File: config.mk
export PLATFORM = sky130hd
export DESIGN_NAME = vmips_run_ctrl
export DESIGN_NICKNAME = d
export VERILOG_FILES = /design/src/rtl/vmips_run_ctrl.sv
export SDC_FILE = /design/constraint.sdc
export NUM_CORES = 1
export LEC_CHECK = 0
export CAP_MARGIN = 40
export CORE_ASPECT_RATIO = 1.5
export CORE_MARGIN = 8
export CORE_UTILIZATION = 38
export CTS_BUF_LIST = sky130_fd_sc_hd__clkbuf_8
export DETAILED_ROUTE_END_ITERATION = 7
export PLACE_DENSITY = 0.83
export SLEW_MARGIN = 20
export SYNTH_ARGS = -nofsm -noshare
export SYNTH_HDL_FRONTEND = slang
export SYNTH_SLANG_ARGS = --single-unit
File: constraint.sdc
create_clock -name clk -period 2.44 [get_ports clk]
set_clock_uncertainty 0.2 [all_clocks]
set_input_delay 0.488 -clock clk [delete_from_list [all_inputs] [get_ports clk]]
set_output_delay 0.488 -clock clk [all_outputs]
set_load 0.02 [all_outputs]
File: src/rtl/vmips_run_ctrl.sv
// vmips_run_ctrl: program loader, PC owner and result drainer wrapped
// around vmips_top. Loads instruction memory from a host word stream,
// runs the core until it fetches a zero word or the cycle budget is
// spent, then streams the four lane result words out on valid/ready.
module vmips_run_ctrl #(
    parameter int IMEM_DEPTH = 64,
    parameter int IA_W       = 6,
    parameter int DA_W       = 5,
    parameter int RES_BASE   = 4,
    parameter int MAX_CYCLES = 30
) (
    input  logic            clk,
    input  logic            rst,
    input  logic            start,
    input  logic            ld_valid,
    output logic            ld_ready,
    input  logic [31:0]     ld_data,
    input  logic            ld_last,
    output logic            imem_we,
    output logic [IA_W-1:0] imem_addr,
    output logic [31:0]     imem_wdata,
    output logic            core_rst,
    output logic [31:0]     pc_out,
    input  logic [31:0]     spc_in,
    input  logic [31:0]     inst_in,
    output logic            dmem_re,
    output logic [1:0]      dmem_lane,
    output logic [DA_W-1:0] dmem_addr,
    input  logic [31:0]     dmem_rdata,
    output logic            res_valid,
    input  logic            res_ready,
    output logic [31:0]     res_data,
    output logic [1:0]      res_lane,
    output logic            res_last,
    output logic            busy,
    output logic            done,
    output logic            timeout,
    output logic [15:0]     cycle_count
);

    localparam logic [2:0] S_IDLE  = 3'd0;
    localparam logic [2:0] S_LOAD  = 3'd1;
    localparam logic [2:0] S_RUN   = 3'd2;
    localparam logic [2:0] S_DRAIN = 3'd3;
    localparam logic [2:0] S_DONE  = 3'd4;

    // Drain sub-phases: issue the read, capture the returned word, hold it
    // until the consumer takes it.
    localparam logic [1:0] P_ISSUE   = 2'd0;
    localparam logic [1:0] P_CAPTURE = 2'd1;
    localparam logic [1:0] P_HOLD    = 2'd2;

    localparam logic [IA_W-1:0] LAST_IDX  = IA_W'(IMEM_DEPTH - 1);
    localparam logic [15:0]     CYC_LIMIT = 16'(MAX_CYCLES - 1);

    logic [2:0]      state;
    logic [1:0]      phase;
    logic [1:0]      lane_k;
    logic [IA_W-1:0] word_idx;

    // Strobes are pure decodes of registered state so they never glitch on
    // a state change; imem_we follows ld_valid so the write lands on the
    // handshake cycle itself.
    assign ld_ready   = (state == S_LOAD);
    assign imem_we    = (state == S_LOAD) && ld_valid;
    assign imem_addr  = word_idx;
    assign imem_wdata = ld_data;
    assign core_rst   = (state != S_RUN);
    assign dmem_re    = (state == S_DRAIN) && (phase == P_ISSUE);
    assign dmem_lane  = lane_k;
    assign dmem_addr  = DA_W'(RES_BASE) + {{(DA_W-2){1'b0}}, lane_k};
    assign busy       = (state != S_IDLE) && (state != S_DONE);
    assign done       = (state == S_DONE);

    // Main controller: state, load index, PC, run statistics and result register.
    always_ff @(posedge clk) begin
        if (rst) begin
            state       <= S_IDLE;
            phase       <= P_ISSUE;
            lane_k      <= 2'd0;
            word_idx    <= {IA_W{1'b0}};
            pc_out      <= 32'd0;
            cycle_count <= 16'd0;
            timeout     <= 1'b0;
            res_valid   <= 1'b0;
            res_data    <= 32'd0;
            res_lane    <= 2'd0;
            res_last    <= 1'b0;
        end else begin
            case (state)
                S_IDLE, S_DONE: begin
                    if (start) begin
                        state       <= S_LOAD;
                        word_idx    <= {IA_W{1'b0}};
                        cycle_count <= 16'd0;
                        timeout     <= 1'b0;
                    end
                end
                S_LOAD: begin
                    if (ld_valid) begin
                        word_idx <= word_idx + IA_W'(1);
                        // The final slot ends the load even without ld_last,
                        // so excess host words simply stall.
                        if (ld_last || (word_idx == LAST_IDX)) begin
                            state  <= S_RUN;
                            pc_out <= 32'd0;
                        end
                    end
                end
                S_RUN: begin
                    if (cycle_count != 16'hFFFF) begin
                        cycle_count <= cycle_count + 16'd1;
                    end
                    // Halt is checked first so it wins over the budget.
                    if (inst_in == 32'd0) begin
                        state  <= S_DRAIN;
                        phase  <= P_ISSUE;
                        lane_k <= 2'd0;
                    end else begin
                        pc_out <= spc_in;
                        if (cycle_count == CYC_LIMIT) begin
                            state   <= S_DRAIN;
                            phase   <= P_ISSUE;
                            lane_k  <= 2'd0;
                            timeout <= 1'b1;
                        end
                    end
                end
                S_DRAIN: begin
                    case (phase)
                        P_ISSUE: begin
                            phase <= P_CAPTURE;
                        end
                        P_CAPTURE: begin
                            res_data  <= dmem_rdata;
                            res_valid <= 1'b1;
                            res_lane  <= lane_k;
                            res_last  <= (lane_k == 2'd3);
                            phase     <= P_HOLD;
                        end
                        P_HOLD: begin
                            if (res_ready) begin
                                res_valid <= 1'b0;
                                phase     <= P_ISSUE;
                                if (lane_k == 2'd3) begin
                                    state <= S_DONE;
                                end else begin
                                    lane_k <= lane_k + 2'd1;
                                end
                            end
                        end
                        default: begin
                            phase <= P_ISSUE;
                        end
                    endcase
                end
                default: begin
                    state <= S_IDLE;
                end
            endcase
        end
    end

endmodule
# Yosys cells after proc, flatten, opt, wreduce, memory -nomap -nowiden

Index checks and enable logic that the tools add are counted.

Bitwise operators: 0
Reduce and logical (&&, ||, !) cells: 23
Div/mod/pow operators: 0
Order comparisons: 0
Shift operators: 0
Mux-type cells: 34
Multipliers: 0
Equality and inequality tests: 25
Add/sub/neg operators: 4

Operator list:

| cell                    | count |
|---|---|
| $mux W32                | 3 |
| $pmux W32 S2            | 1 |
| $logic_not A32 Y1       | 1 |
| $mux W16                | 2 |
| $pmux W16 S2            | 1 |
| $mux W3                 | 8 |
| $add A16 B1 Y16 const B | 1 |
| $eq A16 B5 Y1 const B   | 1 |
| $ne A16 B16 Y1 const B  | 1 |
| $ne A2 B2 Y1 const B    | 8 |
| $mux W2                 | 6 |
| $mux W6                 | 2 |
| $pmux W3 S4             | 1 |
| $pmux W6 S2             | 1 |
| $reduce_and A3 Y1       | 4 |
| $reduce_bool A2 Y1      | 5 |
| $ne A3 B3 Y1 const B    | 3 |
| $pmux W2 S2             | 2 |
| $reduce_and A4 Y1       | 2 |
| $reduce_and A7 Y1       | 1 |
| $add A6 B1 Y6 const B   | 1 |
| $eq A3 B2 Y1 const B    | 2 |
| $eq A6 B6 Y1 const B    | 1 |
| $ne A2 B1 Y1 const B    | 3 |
| 18 further kinds        | 25 |

Memories kept: 0
Output and inout bits: 136
Bits in read-only memories: 0
Logic and storage cells: 97
Memory bits (writable): 0
Bits in latches: 0
Register bits: 98
Input port bits: 134

# Logic depth before layout (Yosys ltp)

Word-level depth: 5
Depth in mapped cells: 8
Depth with buffers taken out: 7

# Worst setup path after synthesis

Ideal clock, no wire load.

Path type: register -> register
Start point: register cycle_count[0]
End point: register cycle_count[11]
Arrival time: 1.825 ns
Path buffers: 2
Clock period less this slack: 2.095 ns
Cell stages (with the launch flop): 9
Setup slack: 0.345 ns
Library setup time: 0.070 ns
Data required time: 2.170 ns
Cells stage by stage: dfxtp_1 ha_1 and3_1 and2_1 buf_6 and2_1 buf_2 or3_1 a21oi_1

Cells in the longest elaborated chain, start to end: 3
Elaborated cells between the ends (all ways): 6
Those cells by class: add/sub: 1; eq/ne: 2; mux: 2; reduce/logical: 1

Ends and longest elaborated chain:

| element                                                  | line     | source |
|---|---|---|
| start: declaration                                       | 38       | `output logic [15:0] cycle_count` |
| start signal: assignment                                 | 112      | `cycle_count <= cycle_count + 16'd1;` |
| $add A16 B1 Y16 / $ne A16 B16 Y1 (equally long branches) | 112, 111 |  |
| $mux W16 / $ne A2 B2 Y1 (equally long branches)          | --       |  |
| $pmux W16 S2 / $reduce_and A3 Y1 (equally long branches) | --       |  |

Several ways; a longest one is shown, not always the timed one. The select of a mux whose other input is x is not followed.
A chain may end at the register's enable or synchronous reset.

# Worst setup path after layout

Start point: input inst_in[17]
End point: register pc_out[29]

Cells in the longest elaborated chain, start to end: 3

Ends and longest elaborated chain:

| element                            | line | source |
|---|---|---|
| start: declaration                 | 25   | `input logic [31:0] inst_in,` |
| $logic_not A32 Y1                  | 115  | `if (inst_in == 32'd0) begin` |
| $ne A2 B2 Y1 (no source line)      | --   |  |
| $reduce_and A4 Y1 (no source line) | --   |  |
| end signal: assignment             | 120  | `pc_out <= spc_in;` |
| end: declaration                   | 23   | `output logic [31:0] pc_out,` |

No other way between the ends.

==> insert_results.sql <==
INSERT INTO impl_metrics (metric_group, metric, value, unit) VALUES
('outcome', 'status', 'finished, final reports clean', ''),
('die', 'io_pins', '270', ''),
('clock_tree', 'cts_inserted_buffers', '9', ''),
('worst_hold_path', 'hold_start', 'res_lane[1]$_SDFFE_PP0P_', ''),
('logic_synthesis', 'yosysSeqAreaShare', '45.29', '%'),
('worst_setup_path', 'rr_worst_depth', '6', ''),
('clock_tree', 'ctsRootBufferMaster', 'clkbuf_8', ''),
('placed_design', 'place_hpwl', '11410', 'um'),
('logic_synthesis', 'synth.most_common_cell', 'dfxtp_1', ''),
('clock_tree', 'cts_buffer_depth', '2', ''),
('power_and_ir_drop', 'leakagePower', '2.337', 'nW'),
('worst_hold_path', 'min_path_type', 'reg2reg', ''),
('placed_design', 'count_of_port_buffers_added_during_placement', '202', ''),
('worst_setup_path', 'rrSetupSlack', '400', 'ps'),
('logic_synthesis', 'async_reset_ff_share', '0', '%'),
('worst_setup_path', 'cp_cell_sequence', 'clkdlybuf4s50_1, nor4_1, nand4_1, o21a_1, buf_4, a211oi_4, buf_12, a22o_1', ''),
('drt', 'drtAntennaViolNets', '0', ''),
('sta', 'fmax', '0.4291', 'GHz'),
('final_layout', 'area_growth', '50.98', '%'),
('worst_setup_path', 'cp_peak_stage_delay', '430', 'ps'),
('job', 'max_cap_violations', '0', ''),
('grt', 'antenna_found_initial', '0', ''),
('logic_synthesis', 'ys_seq_elements', '98', ''),
('drt', 'drt_wl_total', '14480', 'um'),
('worst_setup_path', 'worst-endpoint-arrival', '2430', 'ps'),
('sta', 'final.period_utilization', '95.51', '%'),
('logic_synthesis', 'leading_post_synthesis_cells_by_cell_area', 'dfxtp_1 45%, nand2_1 7.0%, a21oi_1 6.6%, a22o_1 6.5%, buf_4 6.4%', ''),
('worst_setup_path', 'wp_data_required', '2540', 'ps'),
('grt', 'globalRoute.totalOverflow', '0', ''),
('final_layout', 'final-instance-count-excl-fill', '822', ''),
('grt', 'maximum_number_of_pins_on_one_net_before_global_route_repair', '39', ''),
('die', 'initial_core_util', '38.36', '%'),
('drt', 'routed-via-count', '4184', ''),
('logic_synthesis', 'netlist-cell-type-count', '50', ''),
('worst_setup_path', 'timing.critical_path.slowest_stage_cell', 'clkdlybuf4s50_1', ''),
('drt', 'drt_pre_antenna_iters', '4', ''),
('grt', 'grt_first_pass_wirelength', '21650', 'um'),
('drt', 'initialDrtViolationCount', '118', ''),
('clock_tree', 'cts_sinks', '98', ''),
('power_and_ir_drop', 'power.ir.vdd_worst', '0.3469', 'mV'),
('worst_setup_path', 'critPathCaptureType', 'flip-flop', ''),
('logic_synthesis', 'post_synth_top_area_cell', 'dfxtp_1', ''),
('sta', 'timing.final.crit_period', '2330', 'ps'),
('logic_synthesis', 'syn-cell-area', '4332', 'sq um'),
('die', 'placement_rows', '48', ''),
('drt', 'detail_route.drc_violations', '0', ''),
('worst_setup_path', 'crit_fanout', '32', ''),
('clock_tree', 'cts.clk_slew.worst_paths', '90', 'ps'),
('final_layout', 'num_antenna_cells', '0', ''),
('logic_synthesis', 'synth_flop_cell', 'dfxtp_1', ''),
('die', 'die_area', '15140', 'sq um'),
('worst_hold_path', 'min_delay_worst_endpoint', 'res_lane[1]$_SDFFE_PP0P_', ''),
('logic_synthesis', 'postSynthCellCount', '489', ''),
('worst_setup_path', 'critPathKind', 'in2reg', ''),
('worst_setup_path', 'worst_setup_path_start_kind', 'input port', ''),
('die', 'chip_width', '103.2', 'um'),
('drt', 'viasPerCell', '5.090', ''),
('die', 'die_h', '146.8', 'um'),
('final_layout', 'layout-drive-gt1-share', '9.226', '%'),
('sta', 'hold_viol_final', '0', ''),
('sta', 'rsz0062_at_grt', 'false', ''),
('clock_tree', 'cts_tree', 'yes', ''),
('placed_design', 'worst_slack_at_placement', '-264.7', 'ps'),
('placed_design', 'routabilityCongestion', '0.8918', ''),
('worst_hold_path', 'hold_path_depth', '2', ''),
('logic_synthesis', 'edff_count_synth', '0', ''),
('die', 'core', '11290', 'sq um'),
('logic_synthesis', 'post-synth-top-area-fraction', '45.29', '%'),
('worst_setup_path', 'r2r-end', 'cycle_count[13]$_SDFFE_PP0P_', ''),
('power_and_ir_drop', 'pwr_density_cell', '566.2', 'nW/um^2'),
('placed_design', 'place_area', '6306', 'sq um');
## timing repair
action                                  in CTS  in global routing
endpoints found under the setup margin       5                 17
buffers inserted                             1                  2
gates resized for setup                      5                  3
pin swaps                                    0                  0
hold buffers                                 0                  0
## where the power goes
group          switching, mW  leakage (nW)  internal (mW)
Combinational          0.417          1.44          0.472
Sequential            0.0537         0.792           1.66
Clock                  0.603         0.108          0.496
Total                   1.07          2.34           2.63
## sequential cells by signal (all words and copies together), names as in the netlist
register / flops
dmem_lane: 2
res_last: 1
res_valid: 1
phase: 2
res_data: 32
state: 3
cycle_count: 16
imem_addr: 6
res_lane: 2
timeout: 1
pc_out: 32
## how the worst max path moves through the flow
stage | end | from | slack, ps
2_1_floorplan | cycle_count[11]$_SDFFE_PP0P_ | cycle_count[0]$_SDFFE_PP0P_ | 350
4_1_cts | core_rst | state[1]$_SDFFE_PP0P_ | 6
6_report | pc_out[29]$_SDFFE_PP0P_ | inst_in[17] | 110
5_1_grt | pc_out[2]$_SDFFE_PP0P_ | inst_in[25] | 20
3_5_place_dp | pc_out[20]$_SDFFE_PP0P_ | inst_in[24] | -260
3_3_place_gp | pc_out[28]$_SDFFE_PP0P_ | inst_in[24] | -280
## layout by cell type, fill, tap and decap left out, types with 3 or more instances in the layout
master | synthesis | final
nor2_1 | 23 | 23
nor3b_4 | 3 | 3
dlygate4sd2_1 | 0 | 4
o211ai_1 | 4 | 4
and2_1 | 3 | 3
dfxtp_1 | 98 | 95
xnor2_1 | 10 | 10
a21oi_1 | 57 | 57
or3_1 | 4 | 4
inv_1 | 6 | 6
o21ai_0 | 16 | 16
buf_4 | 37 | 28
nor2b_1 | 5 | 4
ha_1 | 4 | 4
nand2b_1 | 4 | 4
nand3_1 | 6 | 6
nor3_1 | 3 | 3
nand2_1 | 81 | 81
nor4_1 | 13 | 13
and3_1 | 6 | 6
o2111ai_1 | 3 | 3
a22o_1 | 32 | 32
clkdlybuf4s50_1 | 0 | 197
conb_1 | 2 | 3
clkbuf_8 | 0 | 9
dfxtp_2 | 0 | 3
nand4_1 | 8 | 8
## through the flow
stage / total power, mW / util, % / hold slack, ps
after floorplan: 2.249 / - / 284.8
after global placement: 2.600 / 55.75 / 240.9
after detailed placement: 2.624 / 55.85 / 247.8
after CTS: 3.727 / 57.72 / 260.8
after global routing: 3.872 / 57.92 / 278.3
final: 3.703 / 57.92 / 257.5
## worst max-delay path: cells and delay by family
kind            cells  cell delay (ps)
simple gates        2              480
compound gates      3              630
buf+inv             3              810
## cell type report
| cell class | count | area, sq um |
|---|---|---|
| clock buffer | 9 | 123.9 |
| clock inverter | 7 | 83.83 |
| fill | 1020 | 4751 |
| inverter | 7 | 26.28 |
| multi-input combinational | 318 | 1879 |
| sequential | 98 | 1966 |
| tap | 150 | 187.7 |
| timing repair buffer | 233 | 2273 |
## cells by family (layout without fill, tap and decap cells)
family / Yosys count / in the layout / synth area share [%]
xor+xnor: 12 / 12 / 2.426
flops: 98 / 98 / 45.29
other cells: 2 / 3 / 0.1734
fa+ha+maj: 4 / 4 / 1.155
buf+inv: 74 / 256 / 11.58
simple gates: 170 / 170 / 19.64
compound gates: 129 / 129 / 19.73
## per-layer routing
metal	global-route usage [%]	part of all wire (%)	up-vias
met5	0	0	-
met2	33.93	53	158
met4	8.873	2.9	0
met3	3.837	6.6	34
met1	18.29	37	1960
li1	-	-	2032
(Power assumes the default switching activity.)
